`config.mk`:
```
export PLATFORM = sky130hd
export DESIGN_NAME = ysyx_22051013_clint
export DESIGN_NICKNAME = d
export VERILOG_FILES = /design/src/rtl/ysyx_22051013_clint.sv
export SDC_FILE = /design/constraint.sdc
export NUM_CORES = 1
export LEC_CHECK = 0
export CAP_MARGIN = 20
export CORE_ASPECT_RATIO = 0.9
export CORE_UTILIZATION = 45
export DETAILED_ROUTE_END_ITERATION = 8
export GPL_TIMING_DRIVEN = 0
export PLACE_DENSITY_LB_ADDON = 0.3
export SYNTH_ARGS = -nofsm -noshare
export SYNTH_HDL_FRONTEND = slang
export SYNTH_SLANG_ARGS = --single-unit
```
`constraint.sdc`:
```
create_clock -name clk -period 2.32 [get_ports clk]
set_input_delay 0.464 -clock clk [delete_from_list [all_inputs] [get_ports clk]]
set_output_delay 0.464 -clock clk [all_outputs]
set_load 0.05 [all_outputs]
```
`src/rtl/ysyx_22051013_clint.sv`:
```
// ysyx_22051013_clint: core-local interruptor holding msip, mtimecmp and mtime,
// answering one data-side access at a time through an IDLE/ACK handshake.
module ysyx_22051013_clint #(
   parameter logic [63:0] BASE = 64'h0000_0000_0200_0000,
   parameter int unsigned DIV  = 1
) (
   input  logic        clk,
   input  logic        rst_n,
   input  logic        clint_ena,
   input  logic        core_re,
   input  logic        core_we,
   input  logic        core_ready,
   input  logic [63:0] core_addr,
   input  logic [7:0]  core_mask,
   input  logic [63:0] core_data_i,
   output logic        clint_valid,
   output logic [63:0] clint_data_o,
   output logic        timer_irq,
   output logic        soft_irq,
   output logic [63:0] mtime_o
);

   localparam int unsigned   PW       = (DIV > 1) ? $clog2(DIV) : 1;
   localparam logic [PW-1:0] PRE_MAX  = PW'(DIV - 1);
   localparam logic [12:0]   SEL_MSIP = 13'h0000;
   localparam logic [12:0]   SEL_CMP  = 13'h0800;
   localparam logic [12:0]   SEL_TIME = 13'h17FF;

   typedef enum logic {IDLE, ACK} state_e;

   state_e        state_q, state_d;
   logic          valid_q, valid_d;
   logic [63:0]   rdata_q, rdata_d;
   logic          msip_q, msip_d;
   logic [63:0]   cmp_q, cmp_d;
   logic [63:0]   mtime_q, mtime_d;
   logic [PW-1:0] pre_q, pre_d;

   logic [63:0] off;
   logic [12:0] sel;
   logic        hit_msip, hit_cmp, hit_time;
   logic        accept, tick;
   logic [63:0] wmask, mtime_nx, rd_mux;
   logic        unused_off;

   assign off        = core_addr - BASE;
   assign sel        = off[15:3];
   assign unused_off = ^{off[63:16], off[2:0]};

   assign hit_msip = (sel == SEL_MSIP);
   assign hit_cmp  = (sel == SEL_CMP);
   assign hit_time = (sel == SEL_TIME);

   // ACK never samples a new request, so a held access commits only once
   assign accept = (state_q == IDLE) & clint_ena & (core_re | core_we);
   assign tick   = (pre_q == PRE_MAX);

   for (genvar i = 0; i < 8; i++) begin : g_lane
      assign wmask[i*8 +: 8] = {8{core_mask[i]}};
   end

   assign mtime_nx = tick ? (mtime_q + 64'd1) : mtime_q;

   always_comb begin
      rd_mux = '0;
      unique case (1'b1)
         hit_msip: rd_mux = {63'd0, msip_q};
         hit_cmp:  rd_mux = cmp_q;
         hit_time: rd_mux = mtime_q;
         default:  rd_mux = '0;
      endcase
   end

   always_comb begin
      state_d = state_q;
      valid_d = valid_q;
      rdata_d = rdata_q;
      msip_d  = msip_q;
      cmp_d   = cmp_q;
      mtime_d = mtime_nx;
      pre_d   = tick ? '0 : pre_q + 1'b1;

      unique case (state_q)
         IDLE: begin
            if (accept) begin
               state_d = ACK;
               valid_d = 1'b1;
               rdata_d = rd_mux;
            end
         end
         ACK: begin
            if (core_ready) begin
               state_d = IDLE;
               valid_d = 1'b0;
            end
         end
      endcase

      // Unwritten mtime lanes keep the ticked value, not the stale one
      if (accept && core_we) begin
         unique case (1'b1)
            hit_msip: if (core_mask[0]) msip_d = core_data_i[0];
            hit_cmp:  cmp_d   = (core_data_i & wmask) | (cmp_q & ~wmask);
            hit_time: mtime_d = (core_data_i & wmask) | (mtime_nx & ~wmask);
            default:  ;
         endcase
      end
   end

   always_ff @(posedge clk or negedge rst_n) begin
      if (!rst_n) begin
         state_q <= IDLE;
         valid_q <= 1'b0;
         rdata_q <= '0;
         msip_q  <= 1'b0;
         cmp_q   <= '1;
         mtime_q <= '0;
         pre_q   <= '0;
      end else begin
         state_q <= state_d;
         valid_q <= valid_d;
         rdata_q <= rdata_d;
         msip_q  <= msip_d;
         cmp_q   <= cmp_d;
         mtime_q <= mtime_d;
         pre_q   <= pre_d;
      end
   end

   assign clint_valid  = valid_q;
   assign clint_data_o = rdata_q;
   assign timer_irq    = (mtime_q >= cmp_q);
   assign soft_irq     = msip_q;
   assign mtime_o      = mtime_q;

endmodule
```
## After elaboration in Yosys (flattened, before gate mapping)

Index checks and enable logic that the tools add are counted.

- Input bits: 142
- Register bits: 196
- Logic and storage cells: 42

- Equal/unequal tests: 4
- Bitwise operators: 10
- $add $sub $neg: 3
- Reductions and logical operators: 6
- Order comparisons: 1
- Mux-type cells: 11

Operators by type and width:

| operator | number |
|---|---|
| AND 64 bit | 3 |
| two-way mux 64 bit | 3 |
| one-hot mux 64 bit (3 select lines) | 1 |
| bitwise OR 64 bit | 2 |
| adder 64 x 1 -> 64 bit (second input constant) | 1 |
| >= comparator 64 bit | 1 |
| NOT 64 bit | 1 |
| subtractor 16 x 1 -> 16 bit (second input constant) | 1 |
| equality test 13 x 12 -> 1 bit (second input constant) | 1 |
| equality test 13 bit (second input constant) | 1 |
| zero test 13 bit | 1 |
| AND reduction 2 bit | 3 |
| two-way mux 1 bit | 5 |
| inequality test 2 bit (second input constant) | 2 |
| one-hot mux 1 bit (2 select lines) | 2 |
| AND reduction 3 bit | 1 |
| AND 1 bit | 2 |
| adder 1 bit (second input constant) | 1 |
| logical AND 1 bit | 1 |
| NOT 1 bit | 1 |
| bitwise OR 1 bit | 1 |

## Longest topological paths before layout

Gate-level depths: netlist of run 1.

- Word-level depth: 6
- Depth in mapped cells: 10

## Worst setup path after synthesis of run 1

OpenSTA, ideal clock, no wires.

- Path type: register to output
- Start: reg mtime_q[13] (netlist: mtime_o[13])
- End: out timer_irq
- Cell stages (with the launch flop): 8
- Arrival time: 2.932 ns
- Required time: 1.856 ns
- Path slack: -1.076 ns
- Path through: dfrtp_1 -> ha_1 -> nand4_1 -> nor4_1 -> a21boi_0 -> o31a_1 -> nor4_1 -> o21ai_0

- Cells in the longest elaborated chain, start to end: 1

Ends and longest elaborated chain:

| element | line | text |
|---|---|---|
| start, declared | 36 | `logic [63:0] mtime_q, mtime_d;` |
| start signal, assigned | 125 | `mtime_q <= mtime_d;` |
| >= comparator 64 bit | 132 | `assign timer_irq = (mtime_q >= cmp_q);` |
| end, declared | 18 | `output logic timer_irq,` |

No other way between the ends.

==> results.tsv, run 1 <==
metric	value	unit
routed_via_density	5.65	
die-area	24200	sq um
fp.dieH	148	um
grtUsageTotal	27.4	%
routed_wl	32600	um
synthTopCellsByArea	dfrtp_1, dfstp_2, o21ai_0	
violations	negative setup slack	
worst_pin_slew	0.857	ns
num_io_pins	273	
final_area	14300	sq um
finalWeightedCongestion	0.914	
vias	9681	
p_per_area	512	nW/um^2
drtIter0Drc	803	
ys_types	49	
multi_input_area	5310	sq um
grt_max_degree	109	
die_w	164	um
synth.top_cell.area_share	30.9	%
cts_tree	built	
synthCells	1158	
r2r_cells	7	
syn_avg_cell_area	9.15	sq um
ir_worst_vdd	0.495	mV
dp_slack	-1.18	ns
area_growth	34.6	%
synth_seq_cells	195	
final_layout_size_suffix_gt1_share	16.9	%
cp.arrival	2.68	ns
worst-setup-path-type	flop to output port	
hold_violations	0	
tns	-0.827	ns
synth_warnings	0	
setup_slack	-0.827	ns
fin_crit	3.15	ns
initial_core_util	46.5	%
final.period_utilization	136	%
post-dp-hpwl	24000	um
fmax	318	MHz
grt_pass1_wl	50700	um
syn-cell-area	10600	sq um
dr.pass1.iters	6	
num_rows	52	
setup_viol	1	
leakage	6.33	nW
core	22800	sq um
cp_max_fo	3	
cp-end-kind	output port	
cp.required	1.86	ns
clock_latency	0.45	ns
min-delay-path-class	primary input to async pin	
grt_pass1_vias	9273	
portBuffers	221	
yosysTopAreaCell	dfrtp_1	
skew	0.0225	ns
power	0.00730	W
clockBufferDepth	2	
slew_headroom	42.9	%
nets	1609	
synth_ff_type	dfrtp_1	
r2r_slack	0.09	ns
post_dp_cell_area	13300	sq um
outcome	finished with violations	
r2r_end	mtime_o[61]$_DFF_PN0_	
drv_cap	0	
synth_edf_count	0	
clk_pin_slew	0.08	ns
r2r_start	mtime_o[7]$_DFF_PN0_	
rsz0062_at_grt	true	
regArea	5000	sq um
route.detailed.drc	0	
wl_per_cell	19.0	um
ctsHtreeMaxLevel	4	
start_kind	flop	
clockRootBuffer	clkbuf_16	
ys_seq_area_share	46.8	%
antenna_left	0	
antenna_found_initial	2	
nFillCells	1916	
numCtsBuffers	17	
cts_sinks	195	
gr-total-overflow	0	
async_flop_share	100	%
synth_fp_nets	1365	
maxSlewViolCount	0	
crit_end	timer_irq	
worst max-delay path, cell delays in order, from the launching register on:
cell and delay, ns:
dfstp_2 0.54, inv_1 0.05, ha_1 0.31, nand4_1 0.17, inv_1 0.07, a221oi_2 0.31, nor3_1 0.11, nor4_4 0.42
o21ai_4 0.08, buf_8 0.16
routing by layer:
metal / share of wire (%) / global-route usage [%]
met3: 7.6 / 5.81
met4: 2.6 / 8.38
met1: 43 / 37.9
met2: 46 / 42.9
met5: 0.034 / 0
Yosys cell counts (2+ instances only):
master / count
nand3_1: 35
a21o_1: 12
nand2_1: 222
a21oi_1: 25
xor2_1: 33
mux2_2: 4
nor4_2: 2
nor4_1: 9
clkbuf_1: 30
xnor2_1: 28
ha_1: 65
nor3_1: 8
buf_2: 35
and4_1: 8
nand3_4: 2
nor2_1: 16
dfstp_2: 64
and3_1: 34
nand4_1: 30
o31a_1: 2
nand4b_1: 2
a22oi_1: 64
o211ai_1: 3
dfrtp_1: 131
o21ai_1: 8
nor4_4: 3
o21ai_0: 189
and2_1: 2
inv_1: 72
cell type report:
type / instances / share of cell area [%]
timing repair buffer: 236 / 16.7
buffer: 56 / 2.23
multi-input combinational: 824 / 37.2
inverter: 72 / 1.90
clock buffer: 19 / 3.04
tap: 297 / 2.61
clock inverter: 13 / 1.22
sequential: 195 / 35.1
antenna: 1 / 0.0175
cell usage in the layout, fill, tap and decap left out, drive strengths merged, types with 2 or more instances in the layout:
cell | netlist | routed
inv | 72 | 77
nand3 | 38 | 38
xor2 | 33 | 33
clkinvlp | 0 | 4
nand2 | 222 | 222
o21ai | 197 | 197
nand4 | 30 | 30
dlygate4sd2 | 0 | 3
clkdlybuf4s50 | 0 | 212
and3 | 34 | 34
buf | 37 | 51
bufinv | 0 | 3
xnor2 | 28 | 28
mux2 | 4 | 4
nor2 | 16 | 16
dfrtp | 131 | 131
ha | 65 | 65
dlymetal6s2s | 0 | 4
nor3 | 10 | 10
o211ai | 3 | 3
a21oi | 25 | 25
clkbuf | 30 | 41
nand4b | 2 | 2
nor4 | 14 | 14
a21o | 12 | 12
dfstp | 64 | 64
o31a | 2 | 2
a22oi | 64 | 64
and2 | 2 | 2
and4 | 8 | 8
logic make-up (layout without fill, tap and decap cells):
kind of cell / after synthesis / in the layout / share of synthesized area (%)
AOI/OAI and AO/OA: 311 / 311 / 16.8
muxes: 4 / 4 / 0.425
and+or+nand+nor: 383 / 383 / 17.8
xor gates and xnor gates: 61 / 61 / 5.04
other: 0 / 1 / 0
DFF: 195 / 195 / 46.8
buffers and inverters: 139 / 396 / 5.41
adders and majority gates: 65 / 65 / 7.68
what timing repair did:
item / in CTS / in global routing
setup endpoints to repair: 189 / 152
hold buffers: 0 / 0
setup buffers: 10 / 3
gates resized for setup: 51 / 32
pin swaps: 17 / 13
power by group:
group / switching (W) / internal, W
clock network: 0.00143 / 0.00172
registers: 0.0000723 / 0.00344
logic: 0.000375 / 0.000254
total: 0.00188 / 0.00542
through the flow:
stage / util (%) / hold WS [ns] / instances
detailed placement: 58.6 / 0.470 / 1678
finish: 62.6 / 0.0457 / 1713
floorplan: - / 0.168 / 1158
global placement: 58.4 / 0.462 / 1676
global route: 62.6 / 0.138 / 1712
CTS: 62.3 / 0.120 / 1716
worst min-delay path by stage:
stage                                 startpoint                           end  slack [ns]  cells after the start
floorplan                                  rst_n   clint_data_o[0]$_DFFE_PN0P_        0.17                      0
global placement    clint_data_o[51]$_DFFE_PN0P_  clint_data_o[51]$_DFFE_PN0P_        0.46                      2
detailed placement  clint_data_o[37]$_DFFE_PN0P_  clint_data_o[37]$_DFFE_PN0P_        0.47                      2
CTS                                        rst_n  clint_data_o[34]$_DFFE_PN0P_        0.12                      1
global route                               rst_n  clint_data_o[34]$_DFFE_PN0P_        0.14                      1
finish                                     rst_n  clint_data_o[33]$_DFFE_PN0P_        0.05                      1
Note: power is estimated with default switching activity, not from simulation.
==> inputs of run 2 (changes only) <==
Settings changed: MAX_ROUTING_LAYER set to met4.
==> results.tsv, run 2 (synthesis gave the netlist of run 1 again) <==
metric	value	unit
outcome	finished with violations	
violations	negative setup slack	
ctsHtreeMaxLevel	4	
final_layout_size_suffix_gt1_share	17.8	%
area_growth	35.1	%
dpl.cell_count	1678	
most-common-layout-cells	nand2_1, clkdlybuf4s50_1, o21ai_0, dfrtp_1, inv_1	
cts_tree	built	
rsz0062_at_grt	true	
fin_cells	1722	
cp-end-kind	output port	
cp_common_cell	a21o_1	
hold_buffers	0	
multi_input_area	5330	sq um
wl_met2	15000	um
p_per_area	493	nW/um^2
portBuffers	221	
cp_max_fo	2	
start_kind	flop	
cp.required	1.86	ns
maxSlewViolCount	0	
antenna_found_initial	2	
r2r_cells	7	
clockBufferDepth	2	
r2r_slack	0.15	ns
final_common_cell	nand2_1	
num_io_pins	273	
finalWeightedCongestion	0.939	
combPwrFrac	9.0	%
r2r_end	mtime_o[61]$_DFF_PN0_	
drtIter0Drc	777	
core	22800	sq um
max_stage_delay	0.54	ns
gr-total-overflow	0	
regArea	5010	sq um
clk_pin_slew	0.08	ns
nets	1615	
worst_pin_slew	0.627	ns
clockPowerShare	41.2	%
worst-setup-path-type	flop to output port	
route.met3.wl	2110	um
dr.max_layer_used	met4	
antenna_left	0	
grt_max_degree	117	
vias	9658	
leakage	6.37	nW
slew_headroom	58.2	%
numCtsBuffers	17	
grt_pass1_wl	51400	um
final.period_utilization	137	%
post_dp_cell_area	13300	sq um
ir_worst_vdd	0.460	mV
dr.pass1.iters	5	
p_int	0.00518	W
fmax	314	MHz
drv_cap	0	
fin_crit	3.18	ns
nFillCells	1929	
final_area	14300	sq um
min-delay-path-class	primary input to async pin	
hold_violations	0	
r2r_start	mtime_o[10]$_DFF_PN0_	
die-area	24200	sq um
cts_sinks	195	
routed_wl	32400	um
routed_via_density	5.61	
drt-met1-wl	14600	um
tns	-0.862	ns
critical_path.slowest_cell	dfstp_2	
skew	0.0125	ns
clockRootBuffer	clkbuf_16	
fp.dieH	148	um
seq_power_share	49.8	%
switching_power	0.00188	W
clock_latency	0.44	ns
grt_pass1_vias	9339	
wl_per_cell	18.8	um
die_w	164	um
path_cells	inv_1, ha_1, a21o_1, a21o_1, a21oi_1, o22ai_1, a211oi_1, o21ai_4, buf_8	
swShare	26.7	%
initial_core_util	46.5	%
num_rows	52	
cp.arrival	2.72	ns
post-dp-hpwl	23900	um
grtUsageTotal	28.5	%
setup_viol	1	
setup_slack	-0.862	ns
route.detailed.drc	0	
==> run 2: power by group through the flow <==
stage | clock, W | sequential (W) | combinational [W]
2_1_floorplan | 0 | 0.00367 | 0.000121
3_3_place_gp | 0 | 0.00357 | 0.000601
3_5_place_dp | 0 | 0.00357 | 0.000620
4_1_cts | 0.00294 | 0.00351 | 0.000631
5_1_grt | 0.00308 | 0.00352 | 0.000676
6_report | 0.00291 | 0.00351 | 0.000637
==> run 2: worst max-delay path by stage <==
stage                           endpoint  slack, ns  cells past startpoint
floorplan                      timer_irq      -0.16                      7
global placement    mtime_o[7]$_DFF_PN0_      -8.79                      1
detailed placement             timer_irq      -1.17                      9
CTS                            timer_irq      -0.96                      9
global route                   timer_irq      -0.95                     10
finish                         timer_irq      -0.86                      9
==> run 2: metal layers <==
metal,global-route usage (%),vias to the layer above
met3,5.25,44
li1,-,4554
met2,43.7,350
met4,7.13,0
met1,38.9,4710
met5,-,-
==> run 2: layout make-up <==
| type | count | area share (%) |
|---|---|---|
| plain buffers | 56 | 2.29 |
| repair buffers | 242 | 16.9 |
| inverters | 72 | 1.89 |
| multi-input cells | 824 | 37.3 |
| flip-flops and latches | 195 | 35.0 |
| diodes | 4 | 0.0699 |
| clock inverters | 13 | 0.857 |
| clock buffers | 19 | 3.16 |
| well taps | 297 | 2.60 |
==> run 2: critical path, delay by kind of cell (launching register included) <==
kind,cells,cell delay [ns]
adders and majority gates,1,0.29
AOI/OAI and AO/OA,6,1.24
DFF,1,0.54
buffers and inverters,2,0.22
==> run 2: repair_timing <==
item | in CTS | in global routing
gates resized for setup | 52 | 42
endpoints found under the setup margin | 190 | 125
pin swaps | 18 | 16
setup buffers | 11 | 7
cloned | 1 | 0
==> run 2: per-stage QoR <==
stage               worst slack (ns)  total power, W  hold slack [ns]  utilization [%]
global placement               -8.79         0.00417            0.462             58.4
finish                        -0.862         0.00706          0.00702             62.9
global route                  -0.952         0.00727           0.0497             62.8
floorplan                     -0.159         0.00379            0.168                -
detailed placement             -1.17         0.00419            0.470             58.6
CTS                           -0.958         0.00708           0.0294             62.3
